<file path="src/rtl/shift_arbiter_2to1.sv">
// shift_arbiter_2to1: round-robin 2:1 arbiter in front of one shared W-bit
// logical left shifter, returning tagged results through a one-entry
// registered response slot.
//
// Ports:
//   clk_i, rst_ni                 clock, asynchronous active-low reset
//   reqN_valid_i / reqN_ready_o   request handshake for requester N (0,1)
//   reqN_shift_i, reqN_val_i      shift amount and operand for requester N
//   rsp_valid_o / rsp_ready_i     response handshake
//   rsp_id_o, rsp_result_o        producing requester and shifted result
//   grant_cnt0_o, grant_cnt1_o    saturating 16-bit grant counters, present
//                                 only when SHIFT_ARB_GRANT_CNT_EN is defined
module shift_arbiter_2to1 #(
    parameter int unsigned W  = 32,
    parameter int unsigned SW = 5
) (
    input  logic          clk_i,
    input  logic          rst_ni,
    input  logic          req0_valid_i,
    output logic          req0_ready_o,
    input  logic [SW-1:0] req0_shift_i,
    input  logic [W-1:0]  req0_val_i,
    input  logic          req1_valid_i,
    output logic          req1_ready_o,
    input  logic [SW-1:0] req1_shift_i,
    input  logic [W-1:0]  req1_val_i,
    output logic          rsp_valid_o,
    input  logic          rsp_ready_i,
    output logic          rsp_id_o,
`ifdef SHIFT_ARB_GRANT_CNT_EN
    output logic [15:0]   grant_cnt0_o,
    output logic [15:0]   grant_cnt1_o,
`endif
    output logic [W-1:0]  rsp_result_o
);

    typedef enum logic {
        EMPTY = 1'b0,
        FULL  = 1'b1
    } state_t;

    state_t         state_q, state_d;
    logic           prio_q, prio_d;
    logic           id_q, id_d;
    logic [W-1:0]   result_q, result_d;
    logic           accept_en;
    logic           grant0, grant1;

    // Grant selection and next-state for the response slot and priority pointer.
    // rst_ni gates acceptance so readies are 0 throughout reset.
    always_comb begin
        accept_en = rst_ni && ((state_q == EMPTY) || rsp_ready_i);
        grant0    = 1'b0;
        grant1    = 1'b0;
        state_d   = state_q;
        prio_d    = prio_q;
        id_d      = id_q;
        result_d  = result_q;

        if (accept_en) begin
            if (req0_valid_i && req1_valid_i) begin
                grant0 = !prio_q;
                grant1 = prio_q;
            end else begin
                grant0 = req0_valid_i;
                grant1 = req1_valid_i;
            end
        end

        if (grant0) begin
            result_d = req0_val_i << req0_shift_i;
            id_d     = 1'b0;
            state_d  = FULL;
            prio_d   = 1'b1;
        end else if (grant1) begin
            result_d = req1_val_i << req1_shift_i;
            id_d     = 1'b1;
            state_d  = FULL;
            prio_d   = 1'b0;
        end else if ((state_q == FULL) && rsp_ready_i) begin
            state_d  = EMPTY;
        end
    end

    // Response slot and priority registers.
    always_ff @(posedge clk_i or negedge rst_ni) begin
        if (!rst_ni) begin
            state_q  <= EMPTY;
            prio_q   <= 1'b0;
            id_q     <= 1'b0;
            result_q <= '0;
        end else begin
            state_q  <= state_d;
            prio_q   <= prio_d;
            id_q     <= id_d;
            result_q <= result_d;
        end
    end

    assign req0_ready_o = grant0;
    assign req1_ready_o = grant1;
    assign rsp_valid_o  = (state_q == FULL);
    assign rsp_id_o     = id_q;
    assign rsp_result_o = result_q;

`ifdef SHIFT_ARB_GRANT_CNT_EN
    localparam int unsigned CW = 16;

    logic [CW-1:0] cnt0_q, cnt1_q;

    // Per-requester grant counters, saturating at all-ones.
    always_ff @(posedge clk_i or negedge rst_ni) begin
        if (!rst_ni) begin
            cnt0_q <= '0;
            cnt1_q <= '0;
        end else begin
            if (req0_ready_o && req0_valid_i && (cnt0_q != '1)) begin
                cnt0_q <= cnt0_q + CW'(1);
            end
            if (req1_ready_o && req1_valid_i && (cnt1_q != '1)) begin
                cnt1_q <= cnt1_q + CW'(1);
            end
        end
    end

    assign grant_cnt0_o = cnt0_q;
    assign grant_cnt1_o = cnt1_q;
`endif

endmodule

</file>
<file path="config.mk">
export PLATFORM = sky130hd
export DESIGN_NAME = shift_arbiter_2to1
export DESIGN_NICKNAME = d
export VERILOG_FILES = /design/src/rtl/shift_arbiter_2to1.sv
export SDC_FILE = /design/constraint.sdc
export NUM_CORES = 1
export LEC_CHECK = 0
export BUFFER_PORTS_ARGS = -buffer_cell sky130_fd_sc_hd__buf_2
export CAP_MARGIN = 5
export CORE_UTILIZATION = 36
export CTS_CLUSTER_DIAMETER = 30
export DETAILED_ROUTE_END_ITERATION = 12
export GPL_ROUTABILITY_DRIVEN = 0
export GPL_TIMING_DRIVEN = 0
export SYNTH_ARGS = -nofsm -noshare
export SYNTH_HDL_FRONTEND = slang
export SYNTH_SLANG_ARGS = --single-unit
</file>
<file path="constraint.sdc">
create_clock -name clk_i -period 3.45 [get_ports clk_i]
set_input_delay 0.345 -clock clk_i [delete_from_list [all_inputs] [get_ports clk_i]]
set_output_delay 0.345 -clock clk_i [all_outputs]
set_load 0.005 [all_outputs]
</file>
==> impl_metrics.json <==
{
  "status": "finished, final reports clean",
  "fin_skew_ns": 0.00824,
  "post-route-util_pct": 44.4,
  "synth_top_cell_by_area": "mux4_2",
  "area_growth_pct": 18.0,
  "postCtsSetupRepairBufs": 0,
  "remaining_drc_errors": 0,
  "dp_cells": 806,
  "rows": 42,
  "grt_max_degree": 37,
  "rsz0062_at_grt": "no",
  "setup_violations": 0,
  "start_util_pct": 37.6,
  "clock_sinks": 35,
  "grt_overflow_total": 0,
  "power.total_mw": 1.87,
  "drt_iter0_drc": 809,
  "syn_inst": 521,
  "n_fill_cell": 1391,
  "synth_cell_types": 56,
  "post_cts_resized": 0,
  "firstDrtPassIters": 6,
  "crit_slowest_cell": "nor4_2",
  "antenna_found_initial": 0,
  "maxCapViolCount": 0,
  "fin_crit_sh_pct": 85.4,
  "worst_slew_pin_slew_ns": 1.02,
  "fin_cells": 813,
  "synth_fp_nets": 600,
  "crit_fanout": 36,
  "clk_latency_ns": 0.28,
  "clk_pin_slew_worst_paths_ns": 0.05,
  "final_cell_area_mm2": 0.00597,
  "post-place-ws_ns": 0.229,
  "required_ns": 3.65,
  "cts_buffers": 5,
  "clockRootBuffer": "clkbuf_16",
  "ys_seq_elements": 35,
  "setup_ws_ns": 0.505,
  "whs_ns": 0.169,
  "die_x_um": 121,
  "htreeDepth": 2,
  "coreArea_mm2": 0.0135,
  "crit_top_cell": "buf_2",
  "layout_commonest_cell": "buf_2",
  "drive_gt1_share_pct": 36.6,
  "synth_edf_count": 0,
  "slowest_delay_ns": 0.81,
  "yosys_warnings": 0,
  "grt_use_total_pct": 27.1,
  "fmax_ghz": 0.340,
  "grt_pass1_wl_um": 30200,
  "criticalPathCategory": "primary input to flop",
  "vias": 5461,
  "n_antenna_cell": 0,
  "seq_area_frac_synth_pct": 17.3,
  "dieArea_mm2": 0.0145,
  "final_cell_mix": "buf_2, nand2_1, mux4_2, mux2i_1, dfrtp_1",
  "grt_pass1_vias": 5197,
  "crit_chain": "buf_2 -> buf_2 -> inv_1 -> nor4_2 -> clkbuf_1 -> o211ai_1 -> a31oi_1",
  "place_area_mm2": 0.00583,
  "crit_arrival_ns": 3.15,
  "maxSlewViolCount": 0,
  "maxSlewHeadroom_pct": 31.6,
  "dp_hpwl_um": 15600,
  "synth_top_area_share_pct": 29.8,
  "die_h_um": 121,
  "ir_drop_mv": 0.195,
  "ant_nets": 0,
  "cp.buffers_inverters": 4,
  "ys.flop_type": "dfrtp_1",
  "cellPowerDensity_mw_per_mm2": 313,
  "netlist_area_mm2": 0.00506,
  "vias_per_cell": 6.72,
  "finalNetCount": 716,
  "cts_hold_buf": 0,
  "routedWlPerCell_um": 23.9,
  "critPathTopFamily": "buffers and inverters",
  "hp-class": "primary input to async pin",
  "yosys-top-cells-area": "mux4_2, dfrtp_1, mux2i_1, nand2_1, mux2_2",
  "boundaryPins": 115,
  "hold_viol_final": 0,
  "wl_um": 19400,
  "startpoint_type": "primary input",
  "end_kind": "flop",
  "setup_tns_ns": 0,
  "cts_max_path_buffers": 2,
  "r2r_slack_ns": 1.00,
  "min_period_ns": 2.94,
  "synthArstFlopShare_pct": 100,
  "avgSynthCellArea_um2": 9.71,
  "cts_tree": "built",
  "leakagePower_nw": 2.48,
  "io_buffer_count": 109
}
-- layout make-up --
class	instances	area [um2]	area share, %
Clock inverter	1	5.00	0.0838
Clock buffer	6	139	2.33
Timing Repair Buffer	109	546	9.14
Tap cell	176	220	3.69
Buffer	49	260	4.36
Multi-Input combinational cell	423	3870	64.9
Inverter	14	52.6	0.880
Sequential cell	35	876	14.7
-- report_power, final --
group / internal [mW] / switching, mW / total [mW]
registers: 0.482 / 0.0558 / 0.538
logic: 0.389 / 0.486 / 0.875
clock network: 0.282 / 0.172 / 0.454
-- cell families after synthesis --
| logic type | share of synthesized area (%) |
|---|---|
| simple gates | 15.7 |
| mux | 44.6 |
| compound gates | 16.2 |
| buf+inv | 6.18 |
| flops | 17.3 |
-- per-layer routing --
| layer | track usage (%) | vias to the layer above | share of wire, % |
|---|---|---|---|
| li1 | - | 2334 | - |
| met1 | 39.4 | 2697 | 41 |
| met2 | 41.8 | 382 | 45 |
| met3 | 5.09 | 48 | 11 |
| met4 | 5.79 | 0 | 2.3 |
| met5 | 0 | - | 0 |
-- Yosys cell counts (5+ instances only) --
master	number
inv_1	8
buf_2	12
nand4_1	5
buf_1	5
o211ai_1	12
nor2_1	30
buf_4	6
dfrtp_1	35
a41oi_1	9
clkbuf_1	22
nand3_1	24
mux4_2	67
a22oi_1	6
o21ai_0	13
mux2i_1	48
nand2_1	75
mux2_2	19
a21oi_1	12
nor3_1	18
a221o_1	5
nor2b_1	6
a31oi_1	15
-- flip-flops by register name, indices dropped and copies added, names as in the netlist --
| register | flops |
|---|---|
| prio_q | 1 |
| rsp_id_o | 1 |
| rsp_result_o | 32 |
| rsp_valid_o | 1 |
-- worst reg2reg max path: stages, from the launching register on --
cell and delay [ns]:
dfrtp_1 0.40, a21boi_1 0.42, nand3_1 0.46, clkinv_1 0.37, a2111oi_0 0.12, a311oi_1 0.38, a41oi_1 0.16
-- final timing paths --
path | cells past startpoint | endpoint | from
hold reg to reg | 2 | rsp_id_o$_DFFE_PN0P_ | rsp_id_o$_DFFE_PN0P_
setup / recovery | 7 | rsp_result_o[14]$_DFFE_PN0P_ | rst_ni
setup reg to reg | 6 | rsp_result_o[31]$_DFFE_PN0P_ | prio_q$_DFFE_PN0P_
hold / removal | 1 | rsp_result_o[27]$_DFFE_PN0P_ | rst_ni
min in group clk_i | 2 | rsp_id_o$_DFFE_PN0P_ | rsp_id_o$_DFFE_PN0P_
max in group asynchronous | 1 | rsp_result_o[13]$_DFFE_PN0P_ | rst_ni
No activity file was read; power rests on OpenSTA's default activity.
